File: config.mk
export PLATFORM = sky130hd
export DESIGN_NAME = jtframe_upi_dbb
export DESIGN_NICKNAME = d
export VERILOG_FILES = /design/src/rtl/jtframe_upi_dbb.sv
export SDC_FILE = /design/constraint.sdc
export NUM_CORES = 1
export LEC_CHECK = 0
export CAP_MARGIN = 20
export CORE_MARGIN = 5
export CORE_UTILIZATION = 37
export DETAILED_ROUTE_END_ITERATION = 10
export PLACE_DENSITY = 0.7
export SYNTH_ARGS = -nofsm -noshare
export SYNTH_HDL_FRONTEND = slang
export SYNTH_SLANG_ARGS = --single-unit
export TNS_END_PERCENT = 100
File: constraint.sdc
create_clock -name clk -period 1.2 [get_ports clk]
set_clock_uncertainty 0.2 [all_clocks]
set_input_delay 0.18 -clock clk [delete_from_list [all_inputs] [get_ports clk]]
set_output_delay 0.18 -clock clk [all_outputs]
set_load 0.02 [all_outputs]
File: src/rtl/jtframe_upi_dbb.sv
// jtframe_upi_dbb: host-side Data Bus Buffer of a UPI-41/42 MCU.
// Holds DBBIN, DBBOUT and STATUS (OBF, IBF, F0, F1, user bits [7:4]) and
// produces the MCU-side IBF event for each accepted host write.
// Ports:
//   clk, rst                 clock, synchronous active-high reset
//   host_cs_i/a0_i/wr_i/rd_i host bus control (strobes are levels)
//   host_din_i / host_dout_o host write data / combinational read data
//   host_irq_o               OBF interrupt to host
//   mcu_dbbin_o              DBBIN contents to the MCU core
//   mcu_in_i / mcu_out_i     IN A,DBB / OUT DBB,A pulses
//   mcu_dout_i               data for OUT DBB,A and MOV STS,A
//   mcu_sts_wr_i             MOV STS,A pulse (bits 7:4)
//   mcu_f0_op_i/mcu_f1_op_i  00 none, 01 clear, 10 complement, 11 no-op
//   ibf_o, obf_o, f0_o, f1_o status flags
//   ibf_evt_o                one-cycle pulse per accepted host write
//   ovr_o                    one-cycle pulse when a write overwrote unread data
module jtframe_upi_dbb #(
    parameter bit STS_EN  = 1'b1,
    parameter bit OBF_IRQ = 1'b1
) (
    input  logic       clk,
    input  logic       rst,
    input  logic       host_cs_i,
    input  logic       host_a0_i,
    input  logic       host_wr_i,
    input  logic       host_rd_i,
    input  logic [7:0] host_din_i,
    output logic [7:0] host_dout_o,
    output logic       host_irq_o,
    output logic [7:0] mcu_dbbin_o,
    input  logic       mcu_in_i,
    input  logic       mcu_out_i,
    input  logic [7:0] mcu_dout_i,
    input  logic       mcu_sts_wr_i,
    input  logic [1:0] mcu_f0_op_i,
    input  logic [1:0] mcu_f1_op_i,
    output logic       ibf_o,
    output logic       obf_o,
    output logic       f0_o,
    output logic       f1_o,
    output logic       ibf_evt_o,
    output logic       ovr_o
);

    localparam int unsigned DW = 8;
    localparam int unsigned SW = 4;

    localparam logic [1:0] OP_CLR = 2'b01;
    localparam logic [1:0] OP_CPL = 2'b10;

    logic [DW-1:0] dbbin_q,  dbbin_d;
    logic [DW-1:0] dbbout_q, dbbout_d;
    logic [SW-1:0] sts_hi_q, sts_hi_d;
    logic          ibf_q,    ibf_d;
    logic          obf_q,    obf_d;
    logic          f0_q,     f0_d;
    logic          f1_q,     f1_d;
    logic          evt_q,    evt_d;
    logic          ovr_q,    ovr_d;
    logic          irq_q,    irq_d;
    // Edge-detect history plus an arm flag that suppresses detection in the
    // first cycle after reset, so a strobe held through reset is ignored.
    logic          wr_q,     wr_d;
    logic          rd_q,     rd_d;
    logic          rd_a0_q,  rd_a0_d;
    logic          arm_q,    arm_d;

    logic          wr_s, rd_s;
    logic          wr_evt, rd_rise, rd_end;
    logic [DW-1:0] status;

    assign wr_s    = host_cs_i & host_wr_i;
    assign rd_s    = host_cs_i & host_rd_i;
    assign wr_evt  = arm_q & wr_s & ~wr_q;
    assign rd_rise = rd_s & ~rd_q;
    // Only data reads (a0 latched low at strobe rise) consume DBBOUT.
    assign rd_end  = arm_q & ~rd_s & rd_q & ~rd_a0_q;

    assign status  = {(STS_EN ? sts_hi_q : SW'(0)), f1_q, f0_q, ibf_q, obf_q};

    // Host read mux, combinational so data is valid while the strobe is high
    always_comb begin
        host_dout_o = '0;
        if (rd_s) begin
            host_dout_o = host_a0_i ? status : dbbout_q;
        end
    end

    // Next-state logic with set-wins priority for IBF/OBF and host-wins for F1
    always_comb begin
        dbbin_d  = dbbin_q;
        dbbout_d = dbbout_q;
        sts_hi_d = sts_hi_q;
        ibf_d    = ibf_q;
        obf_d    = obf_q;
        f0_d     = f0_q;
        f1_d     = f1_q;
        evt_d    = wr_evt;
        ovr_d    = wr_evt & ibf_q & ~mcu_in_i;
        wr_d     = wr_s;
        rd_d     = rd_s;
        rd_a0_d  = rd_a0_q;
        arm_d    = 1'b1;

        // A read already in progress when detection arms is treated as a status read
        if (rd_rise) begin
            rd_a0_d = arm_q ? host_a0_i : 1'b1;
        end

        if (mcu_in_i) begin
            ibf_d = 1'b0;
        end
        if (wr_evt) begin
            ibf_d   = 1'b1;
            dbbin_d = host_din_i;
        end

        if (rd_end) begin
            obf_d = 1'b0;
        end
        if (mcu_out_i) begin
            obf_d    = 1'b1;
            dbbout_d = mcu_dout_i;
        end

        if (mcu_sts_wr_i && STS_EN) begin
            sts_hi_d = mcu_dout_i[7:4];
        end

        case (mcu_f0_op_i)
            OP_CLR:  f0_d = 1'b0;
            OP_CPL:  f0_d = ~f0_q;
            default: f0_d = f0_q;
        endcase

        case (mcu_f1_op_i)
            OP_CLR:  f1_d = 1'b0;
            OP_CPL:  f1_d = ~f1_q;
            default: f1_d = f1_q;
        endcase
        if (wr_evt) begin
            f1_d = host_a0_i;
        end

        irq_d = OBF_IRQ ? obf_d : 1'b0;
    end

    // State registers
    always_ff @(posedge clk) begin
        if (rst) begin
            dbbin_q  <= '0;
            dbbout_q <= '0;
            sts_hi_q <= '0;
            ibf_q    <= 1'b0;
            obf_q    <= 1'b0;
            f0_q     <= 1'b0;
            f1_q     <= 1'b0;
            evt_q    <= 1'b0;
            ovr_q    <= 1'b0;
            irq_q    <= 1'b0;
            wr_q     <= 1'b0;
            rd_q     <= 1'b0;
            rd_a0_q  <= 1'b0;
            arm_q    <= 1'b0;
        end else begin
            dbbin_q  <= dbbin_d;
            dbbout_q <= dbbout_d;
            sts_hi_q <= sts_hi_d;
            ibf_q    <= ibf_d;
            obf_q    <= obf_d;
            f0_q     <= f0_d;
            f1_q     <= f1_d;
            evt_q    <= evt_d;
            ovr_q    <= ovr_d;
            irq_q    <= irq_d;
            wr_q     <= wr_d;
            rd_q     <= rd_d;
            rd_a0_q  <= rd_a0_d;
            arm_q    <= arm_d;
        end
    end

    assign mcu_dbbin_o = dbbin_q;
    assign host_irq_o  = irq_q;
    assign ibf_o       = ibf_q;
    assign obf_o       = obf_q;
    assign f0_o        = f0_q;
    assign f1_o        = f1_q;
    assign ibf_evt_o   = evt_q;
    assign ovr_o       = ovr_q;

endmodule

Word level (Yosys, flattened, before mapping)
Cells that the tools add are included.
{ "totals": {"regBits": 30, "inputBits": 29, "wordCells": 49, "output_inout_bits": 23} }
{ "classes": {"n_eq_ne": 4, "bitwise_logic": 17, "reduce_logical": 4, "n_mux": 11} }
{ "ops": {"columns": ["op", "count"], "rows": [
  ["8-bit 2-to-1 mux", 2],
  ["1-bit AND", 10],
  ["1-bit 2-to-1 mux", 7],
  ["1-bit NOT", 7],
  ["2-bit nonzero test", 3],
  ["2-bit by 1-bit == test with 1-bit output (second input constant)", 2],
  ["2-bit == test (second input constant)", 2],
  ["1-bit one-hot mux with 2 select lines", 2],
  ["3-bit nonzero test", 1]
]} }

Logic depth before layout (Yosys ltp)
Gate-level depths: netlist of the first run.
{ "depth": {"ltp_word": 7, "depth_mapped": 5, "ltp_nobuf": 5} }

Worst setup path after synthesis of the first run
Ideal clock, no wire load.
{ "synth_timing": {"kind": "reg2out", "start": "register f1_q, in the netlist f1_o", "end": "output port host_dout_o[3]", "path_stages_with_launch": 3, "setup_slack_ps": -37, "path_buffers": 0, "arrival_time_ps": 857, "t_required_ps": 820, "path_cell_list": "dfxtp_1 mux2i_1 nor2_1"} }
{ "synth_between": {"elab_chain_len": 2} }
{ "synth_rtl": {"columns": ["element", "line_no", "text"], "rows": [
  ["start, declared", "57", "logic f1_q, f1_d;"],
  ["start signal, assigned", "157", "f1_q <= 1'b0;"],
  ["start signal, assigned", "172", "f1_q <= f1_d;"],
  ["8-bit 2-to-1 mux", "85", "host_dout_o = host_a0_i ? status : dbbout_q;"],
  ["8-bit 2-to-1 mux", "84", "if (rd_s) begin"],
  ["end, declared", "28", "output logic [7:0] host_dout_o,"]
]} }
Every way passes these cells.

==> flow_summary.ini, run 1 <==
[status]
status = complete, but fails checks
violations = negative setup slack

[finish]
fin_util_pct = 68.0
layout_commonest_cell = buf_6
nets = 236
syn_to_final_growth_pct = 73.1
drive_above_1_share_pct = 46.8
antenna_cells = 0
mostFrequentLayoutCells = buf_6, clkdlybuf4s50_1, mux2i_1, buf_4, dfxtp_2
nFillCells = 266

[setup_path]
reg2reg_from = wr_q$_SDFF_PP0_
r2r_slack_ns = -0.03
cp_max_fo = 2
startpoint_type = flip-flop
worstPathRequired_ns = 0.82
arrival_ns = 0.99
path_class = reg -> out
reg2reg_to = mcu_dbbin_o[5]$_SDFFE_PP0P_
endpoint = host_dout_o[0]
critPathLaunch = host_irq_o$_SDFFE_PP0P_
reg2regPathDepth = 3
crit_path_end_kind = output pin

[yosys]
ys_seq_elements = 30
yosys_warnings = 0
syn-num-nets = 164
synth_top_cells_by_area = dfxtp_1, mux2i_1, nor2_1, nand2_1, a21oi_1
yosysTopAreaCell = dfxtp_1
ys_types = 23
synth_area_per_cell_um2 = 9.09
ys_seq_area_share_pct = 49.3
synth_area_um2 = 1220
synth_top_cell_area_share_pct = 49.3
synthCells = 134

[global_route]
antenna_found_initial = 0
grt_pass1_wl_um = 5260
first_global_vias = 1217
overflow = 0
grt_max_degree = 15
grt_usage_pct = 15.5

[timing]
drv_slew = 0
timing.final.crit_period_ns = 1.37
min_period_over_period_pct = 114
finalSetupViolCount = 20
max_slew.worst_pin.slew_ns = 0.255
finalHoldViolations = 0
whs_ns = 0.158
slew_headroom_pct = 83.0
final.setup.worst_slack_ns = -0.171
fmax_mhz = 729
rsz0062_at_grt = true
setup-tns-final_ns = -1.66

[clock_network]
clock_latency_ns = 0.31
hold_buffers = 0
cts_buffer_depth = 2
cts_root_buf = clkbuf_4
cts_tree = done
cts_buffers = 5
cts_max_level = 2
cts.sinks = 30
clk_pin_slew_ns = 0.08

[route]
topRoutingLayerUsed = met4
routed_wl_um = 3330
dr_wl_met3_um = 175
ant_nets = 0
wl_met1_um = 1350
route.detailed.drc = 0
wl_met2_um = 1770
routed_via_density = 4.63
drt_iter0_markers = 28
post_drt_wl_per_cell_um = 13.4
vias = 1153
dr.pass1.iters = 4

[placement]
io_buffers = 51
gp_congestion = 0.685
dpl.hpwl_um = 2460

[floorplanning]
rows = 20
die_w_um = 67.4
die_h_um = 67.4
initial_core_util_pct = 39.3
dieArea_um2 = 4540
ios = 52
core_area_um2 = 3100

[pwr]
p_total_uw = 2090
p_leak_uw = 0.000931
ir_worst_vdd_mv = 0.601
power_density_nw_per_um2 = 989

[worst_hold_path]
hold_path.class = in -> reg

[flow_run]
cap_violations = 0
per-layer routing:
layer	global-route usage (%)	vias up
met1	17.1	536
met2	27.4	32
met5	0	-
met4	6.08	0
li1	-	583
met3	5.16	2
layout make-up:
class | count | area, um^2 | share of cell area [%]
tap | 44 | 55.1 | 2.61
timing repair buffer | 74 | 728 | 34.5
clock buffer | 6 | 51.3 | 2.43
multi-input combinational | 89 | 628 | 29.8
inverter | 6 | 22.5 | 1.07
sequential | 30 | 624 | 29.6
worst min-delay path by stage:
stage / start / to / cells past startpoint
detailed placement: mcu_dbbin_o[7]$_SDFFE_PP0P_ / mcu_dbbin_o[7]$_SDFFE_PP0P_ / 2
global placement: mcu_dbbin_o[1]$_SDFFE_PP0P_ / mcu_dbbin_o[1]$_SDFFE_PP0P_ / 2
global route: host_wr_i / wr_q$_SDFF_PP0_ / 2
CTS: host_wr_i / wr_q$_SDFF_PP0_ / 2
floorplan: host_din_i[0] / mcu_dbbin_o[0]$_SDFFE_PP0P_ / 2
finish: host_wr_i / wr_q$_SDFF_PP0_ / 2
through the flow:
stage          worst slack [ns]  cells  cell area [um^2]
6_report                 -0.171    249              2110
4_1_cts                  -0.199    248              1980
2_1_floorplan            0.0324    134              1230
5_1_grt                  -0.235    249              2110
3_5_place_dp             -0.852    237              1880
3_3_place_gp             -0.831    237              1880
power by group:
group / switching [uW] / total [uW] / leakage (uW) / internal, uW
Combinational: 189 / 445 / 0.000647 / 257
Sequential: 28.5 / 1080 / 0.000254 / 1050
Clock: 301 / 565 / 0.0000302 / 264
Total: 518 / 2090 / 0.000931 / 1570
worst max-delay path, stage by stage, from the launching register on:
cell and delay [ns]:
dfxtp_2 0.33, mux2i_1 0.17, nor2_2 0.05, buf_6 0.13
cells in the mapped netlist (all sizes together):
cell type  number
buf             8
nor3b           1
nand4b          1
nor2           23
nand4           1
mux2i          20
a41oi           1
and4b           1
a211o           1
o21ai           3
dfxtp          30
inv             6
nand2          19
ha              1
and3            1
nor2b           1
o21a            1
xnor2           1
nand2b          1
clkbuf          1
a21oi          12
logic make-up after synthesis:
| group | count (synthesis) | synth area share, % |
|---|---|---|
| muxes | 20 | 16.4 |
| buffers and inverters | 15 | 6.67 |
| DFF | 30 | 49.3 |
| and+or+nand+nor | 49 | 17.7 |
| AOI/OAI and AO/OA | 18 | 8.21 |
| adders and majority gates | 1 | 1.03 |
| xor gates and xnor gates | 1 | 0.719 |
repair_timing:
item / in CTS / in global routing
endpoints found under the setup margin: 33 / 33
gates cloned: 1 / 0
setup buffers: 4 / 2
resized for setup: 150 / 38
pin swaps: 2 / 8
Power figures use the tool's default switching activity.
==> run 2, diff against run 1 <==
--- a/config.mk
+++ b/config.mk
@@ -10,6 +10,7 @@
 export CORE_UTILIZATION = 37
 export DETAILED_ROUTE_END_ITERATION = 10
 export PLACE_DENSITY = 0.7
+export RECOVER_POWER = 50
 export SYNTH_ARGS = -nofsm -noshare
 export SYNTH_HDL_FRONTEND = slang
 export SYNTH_SLANG_ARGS = --single-unit
==> constraint.sdc (replaced) <==
create_clock -name clk -period 1.2 [get_ports clk]
set_clock_uncertainty 0.2 [all_clocks]
set_input_delay 0.18 -clock clk [delete_from_list [all_inputs] [get_ports clk]]
set_output_delay 0.18 -clock clk [all_outputs]
set_load 0.1 [all_outputs]
==> flow_summary.ini, run 2 (synthesis gave the netlist of run 1 again) <==
[pwr]
p_total_uw = 2450
comb_power_share_pct = 30.3
clock_power_share_pct = 24.9
seqPwrFrac_pct = 44.8
ir_worst_vdd_mv = 0.714
switchingPower_uw = 785
power_density_nw_per_um2 = 970
netSwitchingFraction_pct = 32.1
p_leak_uw = 0.000983
p_int_uw = 1660

[timing]
rsz0062_at_grt = true
drv_slew = 0
fmax_mhz = 681
max_slew.worst_pin.slew_ns = 0.320
finalSetupViolCount = 31
finalHoldViolations = 0
min_period_over_period_pct = 122
timing.final.crit_period_ns = 1.47
slew_headroom_pct = 78.6
final.setup.worst_slack_ns = -0.267

[setup_path]
arrival_ns = 1.09
reg2reg_from = wr_q$_SDFF_PP0_
reg2reg_to = mcu_dbbin_o[0]$_SDFFE_PP0P_
cp_max_fo = 2
path_cells = mux2i_4, nor2_4, buf_12
critPathMaxStageDelay_ns = 0.37
worstPathRequired_ns = 0.82
path_class = reg -> out
cp_slowest_cell = dfxtp_4
startpoint_type = flip-flop
crit_path_end_kind = output pin
r2r_slack_ns = -0.02
reg2regPathDepth = 3

[clock_network]
cts_max_level = 2
cts_tree = done
cts.sinks = 30
cts_buffers = 5
cts_buffer_depth = 2
clk_pin_slew_ns = 0.10
clock_latency_ns = 0.32
cts_root_buf = clkbuf_4

[floorplanning]
initial_core_util_pct = 39.3
die_w_um = 67.4
core_area_um2 = 3100
rows = 20
ios = 52
die_h_um = 67.4
dieArea_um2 = 4540

[finish]
final_cell_area_um2 = 2520
syn_to_final_growth_pct = 107
drive_above_1_share_pct = 58.8
fin_util_pct = 81.3
antenna_cells = 0
nets = 233
seq_area_um2 = 646
final_cells = 248
nFillCells = 170
mostFrequentLayoutCells = dfxtp_2, buf_12, clkdlybuf4s50_1, nor2_1, mux2i_1
multiInputGateArea_um2 = 800

[route]
vias = 1193
post_drt_wl_per_cell_um = 16.2
routed_wl_um = 4010
route.detailed.drc = 0
drt_iter0_markers = 42
ant_nets = 0
dr.pass1.iters = 4
routed_via_density = 4.81

[worst_hold_path]
hold_path.class = in -> reg
hold_path_startpoint = host_cs_i
min_to = wr_q$_SDFF_PP0_
min_path_cells = 3

[global_route]
grt_max_degree = 15
antenna_found_initial = 0
overflow = 0
grt_usage_pct = 17.3
grt_pass1_wl_um = 5660
first_global_vias = 1194

[placement]
io_buffers = 51
place_ws_ns = -0.591
gp_congestion = 0.776
dpl.hpwl_um = 2630
placed_area_um2 = 2170
placedCellCount = 232

[status]
violations = negative setup slack
status = complete, but fails checks

[flow_run]
cap_violations = 0
[run 2: changes by cell type in the layout (fill, tap and decap cells not counted), sizes merged]
cell,change
buf,-2
dlygate4sd2,-1
clkdlybuf4s50,-2
clkinv,+2
dlygate4sd3,+2
[run 2: layout make-up]
| cell class | count | share of cell area, % |
|---|---|---|
| sequential | 30 | 25.6 |
| timing repair buffer | 71 | 37.3 |
| multi-input combinational | 89 | 31.7 |
| inverter | 6 | 0.892 |
| tap | 44 | 2.18 |
| clock buffer | 6 | 2.03 |
| clock inverter | 2 | 0.297 |
[run 2: what timing repair did]
action / 4_1_cts / 5_1_grt
hold buffers: 0 / 0
setup endpoints to repair: 33 / 34
resized for setup: 44 / 29
buffers inserted: 7 / 0
pin swaps: 11 / 13
gates cloned: 1 / 0
[run 2: power by group through the flow]
stage | clock network [uW] | logic [uW] | registers, uW
finish | 610 | 742 | 1100
global route | 683 | 774 | 1100
CTS | 620 | 716 | 1090
detailed placement | 0 | 638 | 1100
global placement | 0 | 626 | 1100
floorplan | 0 | 242 | 1220
[run 2: worst max-delay path by stage]
stage,endpoint,start,cells after the start
after CTS,host_dout_o[6],sts_hi_q[2]$_SDFFE_PP0P_,3
after detailed placement,host_dout_o[4],host_a0_i,5
after global routing,host_dout_o[2],f0_o$_SDFFE_PP0P_,3
after global placement,host_dout_o[4],host_a0_i,5
final,host_dout_o[2],f0_o$_SDFFE_PP0P_,3
after floorplan,host_dout_o[3],f1_o$_SDFFE_PP0P_,2
[run 2: worst max-delay path: cells and delay by family (launching register included)]
family	cells	cell delay, ns
multiplexers	1	0.17
AND/OR/NAND/NOR	1	0.05
buffers and inverters	1	0.16
flip-flops	1	0.37
[run 2: per-stage QoR]
stage | hold slack [ns] | TNS [ns]
6_report | 0.119 | -3.29
5_1_grt | 0.120 | -4.72
4_1_cts | 0.122 | -3.31
3_5_place_dp | 0.267 | -12.21
3_3_place_gp | 0.258 | -11.16
2_1_floorplan | 0.108 | -2.05
[run 2: layer usage]
metal	up-vias	track usage, %	wire length, um
li1	582	-	-
met1	579	18.7	1510
met2	23	31.3	2330
met3	9	3.66	81
met4	0	9.37	89
met5	-	0	0
==> run 3, diff against run 2 <==
--- a/config.mk
+++ b/config.mk
@@ -11,6 +11,7 @@
 export DETAILED_ROUTE_END_ITERATION = 10
 export PLACE_DENSITY = 0.7
 export RECOVER_POWER = 50
+export REMOVE_ABC_BUFFERS = 1
 export SYNTH_ARGS = -nofsm -noshare
 export SYNTH_HDL_FRONTEND = slang
 export SYNTH_SLANG_ARGS = --single-unit
==> flow_summary.ini, run 3 (synthesis gave the netlist of run 1 again) <==
[route]
ant_nets = 0
post_drt_wl_per_cell_um = 15.0
vias = 1211
drt_iter0_markers = 40
routed_wl_um = 3730
route.detailed.drc = 0
routed_via_density = 4.86
dr.pass1.iters = 4

[global_route]
overflow = 0
antenna_found_initial = 0
grt_pass1_wl_um = 5860
first_global_vias = 1259
grt_max_degree = 17
grt_usage_pct = 17.5

[clock_network]
hold_buffers = 0
cts_root_buf = clkbuf_4
clock_latency_ns = 0.32
cts_tree = done
cts_buffers = 5
clk_pin_slew_ns = 0.09
cts.sinks = 30
cts_max_level = 2
cts_buffer_depth = 2

[finish]
antenna_cells = 0
syn_to_final_growth_pct = 101
seq_area_um2 = 643
layout_commonest_cell = dfxtp_2
nets = 234
nFillCells = 203
fin_util_pct = 78.9
multiInputGateArea_um2 = 716
drive_above_1_share_pct = 56.6
mostFrequentLayoutCells = dfxtp_2, buf_12, clkdlybuf4s50_1, mux2i_1, nor2_1

[setup_path]
path_class = reg -> out
startpoint_type = flip-flop
r2r_slack_ns = -0.05
cp_max_fo = 2
reg2reg_to = mcu_dbbin_o[0]$_SDFFE_PP0P_
critPathLaunch = f1_o$_SDFFE_PP0P_
reg2reg_from = arm_q$_DFF_P_
endpoint = host_dout_o[3]
worstPathRequired_ns = 0.82
arrival_ns = 1.09
crit_path_end_kind = output pin
reg2regPathDepth = 4

[timing]
slew_headroom_pct = 82.0
max_slew.worst_pin.slew_ns = 0.269
rsz0062_at_grt = true
finalSetupViolCount = 32
final.setup.worst_slack_ns = -0.271
fmax_mhz = 680
min_period_over_period_pct = 123
timing.final.crit_period_ns = 1.47
drv_slew = 0
finalHoldViolations = 1
whs_ns = -0.00000500

[floorplanning]
initial_core_util_pct = 39.3
dieArea_um2 = 4540
die_w_um = 67.4
ios = 52
die_h_um = 67.4
core_area_um2 = 3100
rows = 20

[pwr]
p_total_uw = 2410
seqPwrFrac_pct = 45.2
ir_worst_vdd_mv = 0.761
p_leak_uw = 0.00103
comb_power_share_pct = 29.6
switchingPower_uw = 745
clock_power_share_pct = 25.2
netSwitchingFraction_pct = 31.0
power_density_nw_per_um2 = 983
p_int_uw = 1660

[status]
status = complete, but fails checks
violations = negative hold slack, negative setup slack

[worst_hold_path]
hold_path_startpoint = host_wr_i
hold_path.class = in -> reg

[placement]
io_buffers = 51
dpl.hpwl_um = 2500
gp_congestion = 0.765

[flow_run]
cap_violations = 0
[run 3: cell count changes in the layout (fill, tap and decap cells not counted), moves of 4 or more]
cell and change:
mux2i_4 -5, nand2_2 -4, nor2_2 +5, nor2_4 -5, mux2i_1 +4, nand2_4 +4
[run 3: critical path, cell delays in order (launching register included)]
cell and delay [ns]:
dfxtp_4 0.37, mux2i_4 0.18, nor2_4 0.06, buf_12 0.16
[run 3: timing repair]
action                     4_1_cts  5_1_grt
gates cloned                     1        0
pin swaps                        5       19
setup buffers                    7        4
setup endpoints to repair       34       36
resized for setup               57       41
[run 3: cell type report]
cell class              instances  area share, %
repair buffers                 72           38.9
multi-input cells              89           29.2
flip-flops and latches         30           26.3
clock buffers                   7           2.25
well taps                      44           2.25
inverters                       6          0.920
clock inverters                 1          0.204
[run 3: through the flow]
step	instances	setup WS, ns	hold WS, ns	cell area, um^2	setup TNS [ns]
final	249	-0.271	-0.00000500	2450	-3.29
after global routing	249	-0.305	0.0334	2450	-4.68
after CTS	248	-0.260	0.165	2340	-3.24
after detailed placement	232	-0.635	0.272	2070	-13.09
after global placement	232	-0.586	0.262	2070	-11.72
after floorplan	125	-2.28	0.0491	1160	-17.63
[run 3: layer usage]
| layer | global-route usage, % | share of wire (%) | vias up | wire [um] |
|---|---|---|---|---|
| li1 | - | - | 582 | - |
| met1 | 18.3 | 38 | 573 | 1430 |
| met2 | 31.7 | 52 | 44 | 1950 |
| met3 | 4.66 | 6.1 | 12 | 229 |
| met4 | 9.62 | 3.2 | 0 | 121 |
| met5 | 0 | 0 | - | 0 |
[run 3: power groups by stage]
| stage | clock [uW] | combinational (uW) | sequential, uW |
|---|---|---|---|
| 2_1_floorplan | 0 | 158 | 1230 |
| 3_3_place_gp | 0 | 603 | 1090 |
| 3_5_place_dp | 0 | 614 | 1100 |
| 4_1_cts | 617 | 682 | 1090 |
| 5_1_grt | 673 | 750 | 1090 |
| 6_report | 607 | 712 | 1090 |
[run 3: worst min path at each step]
stage	endpoint	slack (ns)	cells after the start
after global placement	rd_a0_q$_SDFFE_PP0P_	0.26	2
after global routing	wr_q$_SDFF_PP0_	0.03	2
after CTS	wr_q$_SDFF_PP0_	0.17	3
final	wr_q$_SDFF_PP0_	-0.000005	2
after detailed placement	rd_a0_q$_SDFFE_PP0P_	0.27	2
after floorplan	f0_o$_SDFFE_PP0P_	0.05	1
